## src/rtl/imem_arbiter.sv

```systemverilog
// imem_arbiter: shares the instruction-memory read port between the fetch
// path (F, fixed priority) and the debug readback path (D). D is guaranteed
// forward progress by a wait counter that boosts it above F after MAX_WAIT
// stalled cycles. Read data is registered and returned one cycle after the
// accept; misaligned or out-of-range addresses return err with zero data.
module imem_arbiter #(
  parameter int unsigned MEM_DEPTH_WORDS = 1024,
  parameter int unsigned MAX_WAIT        = 4
) (
  input  logic        clk,
  input  logic        rst,
  input  logic        arb_en,
  input  logic        f_valid,
  input  logic [31:0] f_addr,
  output logic        f_ready,
  output logic        f_rsp_valid,
  output logic [31:0] f_rsp_data,
  output logic        f_rsp_err,
  input  logic        d_valid,
  input  logic [31:0] d_addr,
  output logic        d_ready,
  output logic        d_rsp_valid,
  output logic [31:0] d_rsp_data,
  output logic        d_rsp_err,
  output logic [31:0] mem_addr,
  input  logic [31:0] mem_instr
);

  localparam int unsigned AW = 32;
  localparam int unsigned DW = 32;
  localparam int unsigned CW = 8;

  logic          w_boost;
  logic          w_f_acc;
  logic          w_d_acc;
  logic          w_f_err;
  logic          w_d_err;
  logic [CW-1:0] w_wait_nxt;

  logic [CW-1:0] r_wait_cnt;
  logic          r_f_rsp_valid;
  logic [DW-1:0] r_f_rsp_data;
  logic          r_f_rsp_err;
  logic          r_d_rsp_valid;
  logic [DW-1:0] r_d_rsp_data;
  logic          r_d_rsp_err;

  // Misaligned or beyond the last word of imem.
  function automatic logic addr_err(input logic [AW-1:0] a);
    return (a[1:0] != 2'b00) || ({2'b00, a[AW-1:2]} >= AW'(MEM_DEPTH_WORDS));
  endfunction

  // Grant logic: F wins unless D has waited MAX_WAIT cycles (BOOST).
  always_comb begin
    w_boost  = d_valid && (r_wait_cnt == CW'(MAX_WAIT));
    f_ready  = arb_en && !w_boost;
    d_ready  = arb_en && (w_boost || !f_valid);
    w_f_acc  = f_valid && f_ready;
    w_d_acc  = d_valid && d_ready;
    mem_addr = w_d_acc ? d_addr : f_addr;
    w_f_err  = addr_err(f_addr);
    w_d_err  = addr_err(d_addr);
  end

  // Wait counter next value: clears on D accept/idle, counts stalls, holds while disabled.
  always_comb begin
    w_wait_nxt = r_wait_cnt;
    if (!d_valid || w_d_acc) begin
      w_wait_nxt = '0;
    end else if (arb_en && !d_ready && (r_wait_cnt < CW'(MAX_WAIT))) begin
      w_wait_nxt = r_wait_cnt + CW'(1);
    end
  end

  // Wait counter register.
  always_ff @(posedge clk or posedge rst) begin
    if (rst) begin
      r_wait_cnt <= '0;
    end else begin
      r_wait_cnt <= w_wait_nxt;
    end
  end

  // Fetch response: one-cycle valid pulse, data/err held until the next response.
  always_ff @(posedge clk or posedge rst) begin
    if (rst) begin
      r_f_rsp_valid <= 1'b0;
      r_f_rsp_data  <= '0;
      r_f_rsp_err   <= 1'b0;
    end else begin
      r_f_rsp_valid <= w_f_acc;
      if (w_f_acc) begin
        r_f_rsp_data <= w_f_err ? '0 : mem_instr;
        r_f_rsp_err  <= w_f_err;
      end
    end
  end

  // Debug response: same timing and hold behaviour as the fetch port.
  always_ff @(posedge clk or posedge rst) begin
    if (rst) begin
      r_d_rsp_valid <= 1'b0;
      r_d_rsp_data  <= '0;
      r_d_rsp_err   <= 1'b0;
    end else begin
      r_d_rsp_valid <= w_d_acc;
      if (w_d_acc) begin
        r_d_rsp_data <= w_d_err ? '0 : mem_instr;
        r_d_rsp_err  <= w_d_err;
      end
    end
  end

  assign f_rsp_valid = r_f_rsp_valid;
  assign f_rsp_data  = r_f_rsp_data;
  assign f_rsp_err   = r_f_rsp_err;
  assign d_rsp_valid = r_d_rsp_valid;
  assign d_rsp_data  = r_d_rsp_data;
  assign d_rsp_err   = r_d_rsp_err;

endmodule

```

## config.mk

```make
export PLATFORM = sky130hd
export DESIGN_NAME = imem_arbiter
export DESIGN_NICKNAME = d
export VERILOG_FILES = /design/src/rtl/imem_arbiter.sv
export SDC_FILE = /design/constraint.sdc
export NUM_CORES = 1
export LEC_CHECK = 0
export BUFFER_PORTS_ARGS = -buffer_cell sky130_fd_sc_hd__buf_4
export CORE_ASPECT_RATIO = 1.75
export CORE_UTILIZATION = 49
export CTS_CLUSTER_DIAMETER = 30
export DETAILED_ROUTE_END_ITERATION = 10
export GPL_ROUTABILITY_DRIVEN = 0
export PLACE_DENSITY_LB_ADDON = 0.12
export SYNTH_ARGS = -nofsm -noshare
export SYNTH_HDL_FRONTEND = slang
export SYNTH_SLANG_ARGS = --single-unit
```

## constraint.sdc

```tcl
create_clock -name clk -period 4.3 [get_ports clk]
set_input_delay 0.86 -clock clk [delete_from_list [all_inputs] [get_ports clk]]
set_output_delay 0.86 -clock clk [all_outputs]
set_load 0.02 [all_outputs]
```

### Word level (Yosys, flattened, before mapping)

Index checks and enable logic that the tools add are counted.

* bits in registers: 76
* bits of input ports: 101
* output and inout bits: 102
* word-level logic and storage cells: 35

* $add $sub $neg: 1
* order comparisons: 3
* equal/unequal tests: 1
* muxes and demuxes: 5
* reduce and logical (&&, ||, !) cells: 18

Operators with widths (number)
* 32-bit 2-to-1 mux: 3
* 30-bit by 11-bit greater-or-equal comparator with 1-bit output, second input constant: 2
* 8-bit 2-to-1 mux: 2
* 8-bit by 1-bit adder with 8-bit output, second input constant: 1
* 8-bit by 3-bit equality test with 1-bit output, second input constant: 1
* 8-bit by 3-bit less-than comparator with 1-bit output, second input constant: 1
* 1-bit logical AND: 7
* 2-bit nonzero test: 3
* 1-bit logical NOT: 4
* 1-bit logical OR: 4

### Longest topological paths before layout

Gate-level depths: netlist of run 1.

* word-level depth: 9
* mapped depth: 8
* mapped depth without buffers: 6

### Least setup slack after synthesis of run 1

Ideal clock, no wire load.

* path kind: input to output
* from: in d_valid
* to: out d_ready
* arrival time: 1795 ps
* slack: 1645 ps
* stages on the path: 3
* cell sequence: inv_1 or3_1 a21boi_0

* word-level cells in the longest chain between the ends: 3

RTL lines
* start: declaration: RTL line 19 `input logic d_valid,`
* 1-bit logical AND: RTL line 55 `w_boost = d_valid && (r_wait_cnt == CW'(MAX_WAIT));`
* 1-bit logical OR: RTL line 57 `d_ready = arb_en && (w_boost || !f_valid);`
* 1-bit logical AND: RTL line 57
* end: declaration: RTL line 21 `output logic d_ready,`

No other way between the ends.

### Worst setup path after layout of run 1

* from: reg r_wait_cnt[0]
* to: out mem_addr[29]

* word-level cells in the longest chain between the ends: 6

RTL lines
* start: declaration: RTL line 40 `logic [CW-1:0] r_wait_cnt;`
* start signal: assignment: RTL line 80 `r_wait_cnt <= w_wait_nxt;`
* 8-bit by 3-bit equality test with 1-bit output: RTL line 55
* 1-bit logical AND: RTL line 55
* 1-bit logical OR: RTL line 57
* 1-bit logical AND: RTL line 57
* 1-bit logical AND: RTL line 59 `w_d_acc = d_valid && d_ready;`
* 32-bit 2-to-1 mux: RTL line 60 `mem_addr = w_d_acc ? d_addr : f_addr;`
* end: declaration: RTL line 25 `output logic [31:0] mem_addr,`

No other way between the ends.

==> metrics, run 1 <==
outcome=complete, no violations; setup TNS=0 ps; Syn Area/Cell=between 10 and 15 um^2; WL/cell=18.3 um; unrepaired setup endpoints after global routing=no; Worst-path clk slew=60 ps; number of global-route vias before repair=about 3.3k; Crit Reg-Reg Endpoint=d_rsp_data[14]$_DFFE_PP0P_; endpoints failing setup=0; die height=approximately 120 um; Post-Route WL=11500 um; PostCTS Resize Cnt=0; xor/xnor share of the synthesized area=less than 1%; Final min period=3490 ps; Fin. Hold Viols=0; pre-CTS setup slack=around 1100 ps; Max Cap Viol=0; worst slew pin tran=~1200 ps; Max-slew headroom=19.3%; H-tree depth=3; CP required=roughly 3400 ps; Post-CTS Setup Inserts=0; hold-fix buffers at CTS=0; Core Box Area=between 7000 and 8000 um^2; die area=8310 um^2; Yosys top cell area share=48.9%; Hold Crit Depth=1; VDD IR max=roughly 0.17 mV; worst hold path class=reg -> reg; detailed-router iteration count before antenna repair=4; FF-to-FF path depth=8; adder-cell area share of the yosys netlist=less than 1%; Max clock buf depth=2; FP Rows=42; initial core utilization=~51%; nets=about 640; Synth Area in Compound Gates=under 10%; CP peak stage delay=approximately 400 ps; final setup skew=roughly 4.4 ps; CTS tree=done; Post-Syn Instances=between 300 and 400; yosys warns=0; Clk Latency, worst-skew pair=approximately 330 ps; Fill cells=around 540; Achievable Freq=approximately 290 MHz; Yosys top cell by area=dfrtp_1; hold path start=r_wait_cnt[5]$_DFFE_PP0P_; first-pass GRT wire length=17700 um; Diodes inserted=0; Worst setup SP type=flop; total power=1.68 mW; stages on the worst setup path=8; fraction of layout instances using a drive strength above 1=53.2%; DP HPWL=about 8400 um; largest net degree at the start of global routing=68; via/cell ratio=5.44; post-synthesis mux area share=between 20% and 30%; final core utilization=75.1%; initial antenna violation count=0; CP Cell Sequence=inv_1 > ha_1 > nand4bb_1 > o21ai_2 > nand3_4 > buf_12 > mux2_4 > buf_4; DRT antenna net count=0; final worst path period share=81.3%; Total GRT Usage=about 28%; area grow syn2layout=47.2%; Die W=roughly 70 um; Leakage Power=3.14 nW; CP arrival=approximately 2600 ps; max-slew violations=0; FF+latch count, synth=76; Setup crit start=r_wait_cnt[0]$_DFFE_PP0P_; Synth Net Count=444; GR Overflow Total=0; CP bufs+invs=3; Final Worst Setup Slack=around 810 ps; I/O Buffers=between 200 and 250; CTS Sinks=76; CP max stage cell=dfrtp_1; Cells after DPL=about 610; sequential fraction of the synthesis area=48.9%; # DRC=0; 1st-iter DRT viols=approximately 160; combinational family with the most area after synthesis=multiplexers; Yosys cell types=32; Synth Cell Area=slightly below 4000 um^2; r2r setup slk=approximately 1900 ps; Post-Synth Simple-Gate Area=13.8%; TritonCTS buffer count=9; Clock Tree Root=clkbuf_16; vias=between 3k and 4k; CP top delay family=buffers and inverters; Worst Setup EP=mem_addr[29]; PwrDens=between 200 and 300 nW/um^2; Crit Path Class=reg -> out; Boundary Pins=203; top cells by area, synth=dfrtp_1 49%, mux2_4 15%, mux2_2 6.4%; CP Capture Type=output pin; R2R Path Start=r_wait_cnt[0]$_DFFE_PP0P_; Critical Path Fanout Max=33; Non-Filler Instances=627
[kinds of logic after synthesis]
family          count (synthesis)
mux                            66
compound gates                 39
buf+inv                        60
xor+xnor                        1
simple gates                   97
fa+ha+maj                       2
flops                          76
[through the flow]
stage / instance area [um^2] / hold WS (ps)
floorplan: 3890 / 455
global placement: 5430 / 470
detailed placement: 5430 / 475
CTS: 5720 / 490
global route: 5720 / 503
finish: 5720 / 489
[layout by cell type (no fill, tap or decap), types with 4 or more instances in the layout]
cell	instances
buf_4	205
dfrtp_1	76
mux2_4	39
inv_1	36
nand2_1	35
and3_1	32
o22ai_1	32
mux2_2	22
clkbuf_16	9
nor4_1	8
and2_1	6
nor2_1	4
mux2_1	4
clkbuf_8	4
[how the worst min path moves through the flow]
stage | slack (ps) | to
2_1_floorplan | 450 | r_wait_cnt[7]$_DFFE_PP0P_
3_3_place_gp | 470 | r_wait_cnt[7]$_DFFE_PP0P_
3_5_place_dp | 470 | r_wait_cnt[5]$_DFFE_PP0P_
4_1_cts | 490 | r_wait_cnt[5]$_DFFE_PP0P_
5_1_grt | 500 | d_rsp_data[5]$_DFFE_PP0P_
6_report | 490 | r_wait_cnt[5]$_DFFE_PP0P_
[sequential cells by signal, indices dropped and copies added, names as in the netlist]
register and count:
f_rsp_valid 1, d_rsp_valid 1, d_rsp_data 32, f_rsp_data 32, f_rsp_err 1, r_wait_cnt 8
d_rsp_err 1
[cells in the mapped netlist]
cell       count
xnor2_1        1
mux2_2        22
inv_1         37
o21ai_2        1
clkbuf_2       3
or3_1          2
o22ai_1       32
clkbuf_1       9
a21boi_0       1
dfrtp_1       76
a21o_1         1
nor3_4         1
nor2_1         4
nor3_1         2
and4_1         2
mux2i_1        1
nand3_2        1
nor4_1         8
buf_6          5
mux2_1         4
o311a_1        1
ha_1           2
and2_1         6
or3_4          1
nand4bb_1      1
mux2_4        39
nand2_1       35
or4_1          2
and3_1        32
buf_2          6
a31oi_1        1
a21oi_1        2
[where the power goes]
part           internal [mW]  total (mW)  switching (mW)
Sequential             0.717       0.718        0.000952
Combinational          0.132       0.251           0.119
Clock                  0.449       0.715           0.265
Total                   1.30        1.68           0.385
[layer usage]
layer | global-route usage [%] | vias to the layer above | wire, um
li1 | - | 1573 | -
met1 | 35.4 | 1630 | 4330
met2 | 45.4 | 187 | 5740
met3 | 8.40 | 19 | 1130
met4 | 10.8 | 0 | 270
met5 | 0 | - | 0
[cell type report]
type | count | area (um^2) | share of cell area [%]
clock buffer | 14 | 284 | 4.97
clock inverter | 1 | 5.00 | 0.0875
inverter | 37 | 140 | 2.45
multi-input combinational | 205 | 1720 | 30.1
sequential | 76 | 1900 | 33.3
tap | 88 | 110 | 1.93
timing repair buffer | 206 | 1560 | 27.3
Note: power is estimated with default switching activity, not from simulation.
==> run 2: changes to the inputs <==
Settings changed: CORE_UTILIZATION 49 to 41.
Clock period 4.3 ns to 2.8 ns, I/O delays scaled along.
==> run 2 against run 1 <==
Effect of this change: power increased by 60%; sequential power rose by 53%; register-to-register slack lost 1300 ps; sequential share of layout area shrank 0.89 points; via count down 1.4%; count of clock-buffer cells in the layout shrank 2; global-route usage decreased by 4.6 points; routed wire length hardly changed; cell area increased by 2.7%; first-iteration DRC count up 0.61%; non-clock buffer count rose by 9; die area grew 19%; critical path type unchanged; largest cell class unchanged.
==> metrics, run 2 (synthesis results as in run 1) <==
outcome=complete, no violations; TritonCTS buffer count=9; R2R Path Start=r_wait_cnt[0]$_DFFE_PP0P_; # DRC=0; hold-fix buffers at CTS=0; total power=~2.7 mW; worst slew pin tran=roughly 550 ps; vias=approximately 3.4k; post-route cell area=5880 um^2; dpl cell area=5530 um^2; number of global-route vias before repair=3274; endpoints failing setup=0; Max Cap Viol=0; Max-slew headroom=63.5%; final setup skew=~4 ps; CTS tree=done; setup TNS=0 ps; Leakage Power=~3.2 nW; WL/cell=between 15 and 20 um; Critical Path Fanout Max=40; nets=roughly 650; area grow syn2layout=51.2%; Cells after DPL=650; Clk Latency, worst-skew pair=between 300 and 400 ps; PwrDens=459 nW/um^2; Post-Route WL=11500 um; worst hold path class=in -> async; 1st-iter DRT viols=164; CTS Sinks=between 70 and 80; Non-Filler Instances=about 670; detailed-router iteration count before antenna repair=4; Clock Tree Root=clkbuf_16; die area=roughly 9900 um^2; I/O Buffers=approximately 200; initial antenna violation count=0; Fin. Hold Viols=0; unrepaired setup endpoints after global routing=yes; Die W=roughly 76 um; Crit Reg-Reg Endpoint=f_rsp_data[0]$_DFFE_PP0P_; largest net degree at the start of global routing=47; r2r setup slk=600 ps; Core Box Area=9150 um^2; DP HPWL=approximately 8600 um; fraction of layout instances using a drive strength above 1=between 50% and 60%; H-tree depth=3; CP Capture Type=output pin; FF-to-FF path depth=8; die height=131 um; Worst setup SP type=flop; Achievable Freq=365 MHz; Worst-path clk slew=approximately 60 ps; Diodes inserted=0; max-slew violations=0; DRT antenna net count=0; first-pass GRT wire length=about 17000 um; Crit Path Class=reg -> out; final worst path period share=a little over nine tenths; Max clock buf depth=2; Final Worst Setup Slack=about 58 ps; leading cell type in the layout, fill and taps excluded=buf_4; GR Overflow Total=0; FP Rows=between 40 and 50; Total GRT Usage=between 20% and 30%; pre-CTS setup slack=between 300 and 400 ps; initial core utilization=around 42%; CP required=roughly 2200 ps; final core utilization=roughly 64%; Boundary Pins=a little over 200; via/cell ratio=approximately 5.0; Final min period=about 2700 ps; VDD IR max=0.386 mV; CP arrival=2180 ps; hold slack final=around 270 ps; most frequent cells in the layout=213 x buf_4, 76 x dfrtp_1, 39 x mux2_4
-- run 2: cell types whose count changed in the layout (fill, tap and decap cells not counted), moves of 2 or more --
cell and change:
buf_4 +8, clkbuf_8 -4, bufinv_16 +2, clkbuf_1 +2
-- run 2: what timing repair did --
action | 4_1_cts | 5_1_grt
endpoints found under the setup margin | 0 | 32
buffers inserted | 0 | 3
gates resized for setup | 0 | 2
-- run 2: final cells by class --
type	count	area, um^2
fill	767	3280
timing repair buffer	215	1650
clock inverter	4	73.8
sequential	76	1900
inverter	37	140
tap	120	150
clock buffer	12	236
multi-input combinational	205	1730
-- run 2: where the power goes --
part	switching, mW	internal [mW]
logic	0.180	0.210
registers	0.00152	1.10
clock network	0.423	0.781
-- run 2: worst max-delay path by stage --
stage / from / to / depth (start not counted)
2_1_floorplan: rst / d_rsp_data[0]$_DFFE_PP0P_ / 1
3_3_place_gp: r_wait_cnt[0]$_DFFE_PP0P_ / mem_addr[31] / 8
3_5_place_dp: r_wait_cnt[0]$_DFFE_PP0P_ / mem_addr[31] / 8
4_1_cts: r_wait_cnt[0]$_DFFE_PP0P_ / mem_addr[31] / 8
5_1_grt: r_wait_cnt[0]$_DFFE_PP0P_ / mem_addr[31] / 8
6_report: r_wait_cnt[0]$_DFFE_PP0P_ / mem_addr[3] / 8
-- run 2: critical path, stage by stage, from the launching register on --
cell and delay [ps]:
dfrtp_1 400, inv_1 70, ha_1 140, nand4bb_1 190, o21ai_4 210, nand3_4 100
buf_16 210, mux2_4 330, buf_4 160
-- run 2: routing by layer --
layer	wire [um]	global-route usage, %
met4	412	12.4
met1	3900	24.9
met2	6110	41.0
met5	0	0
met3	1050	7.13
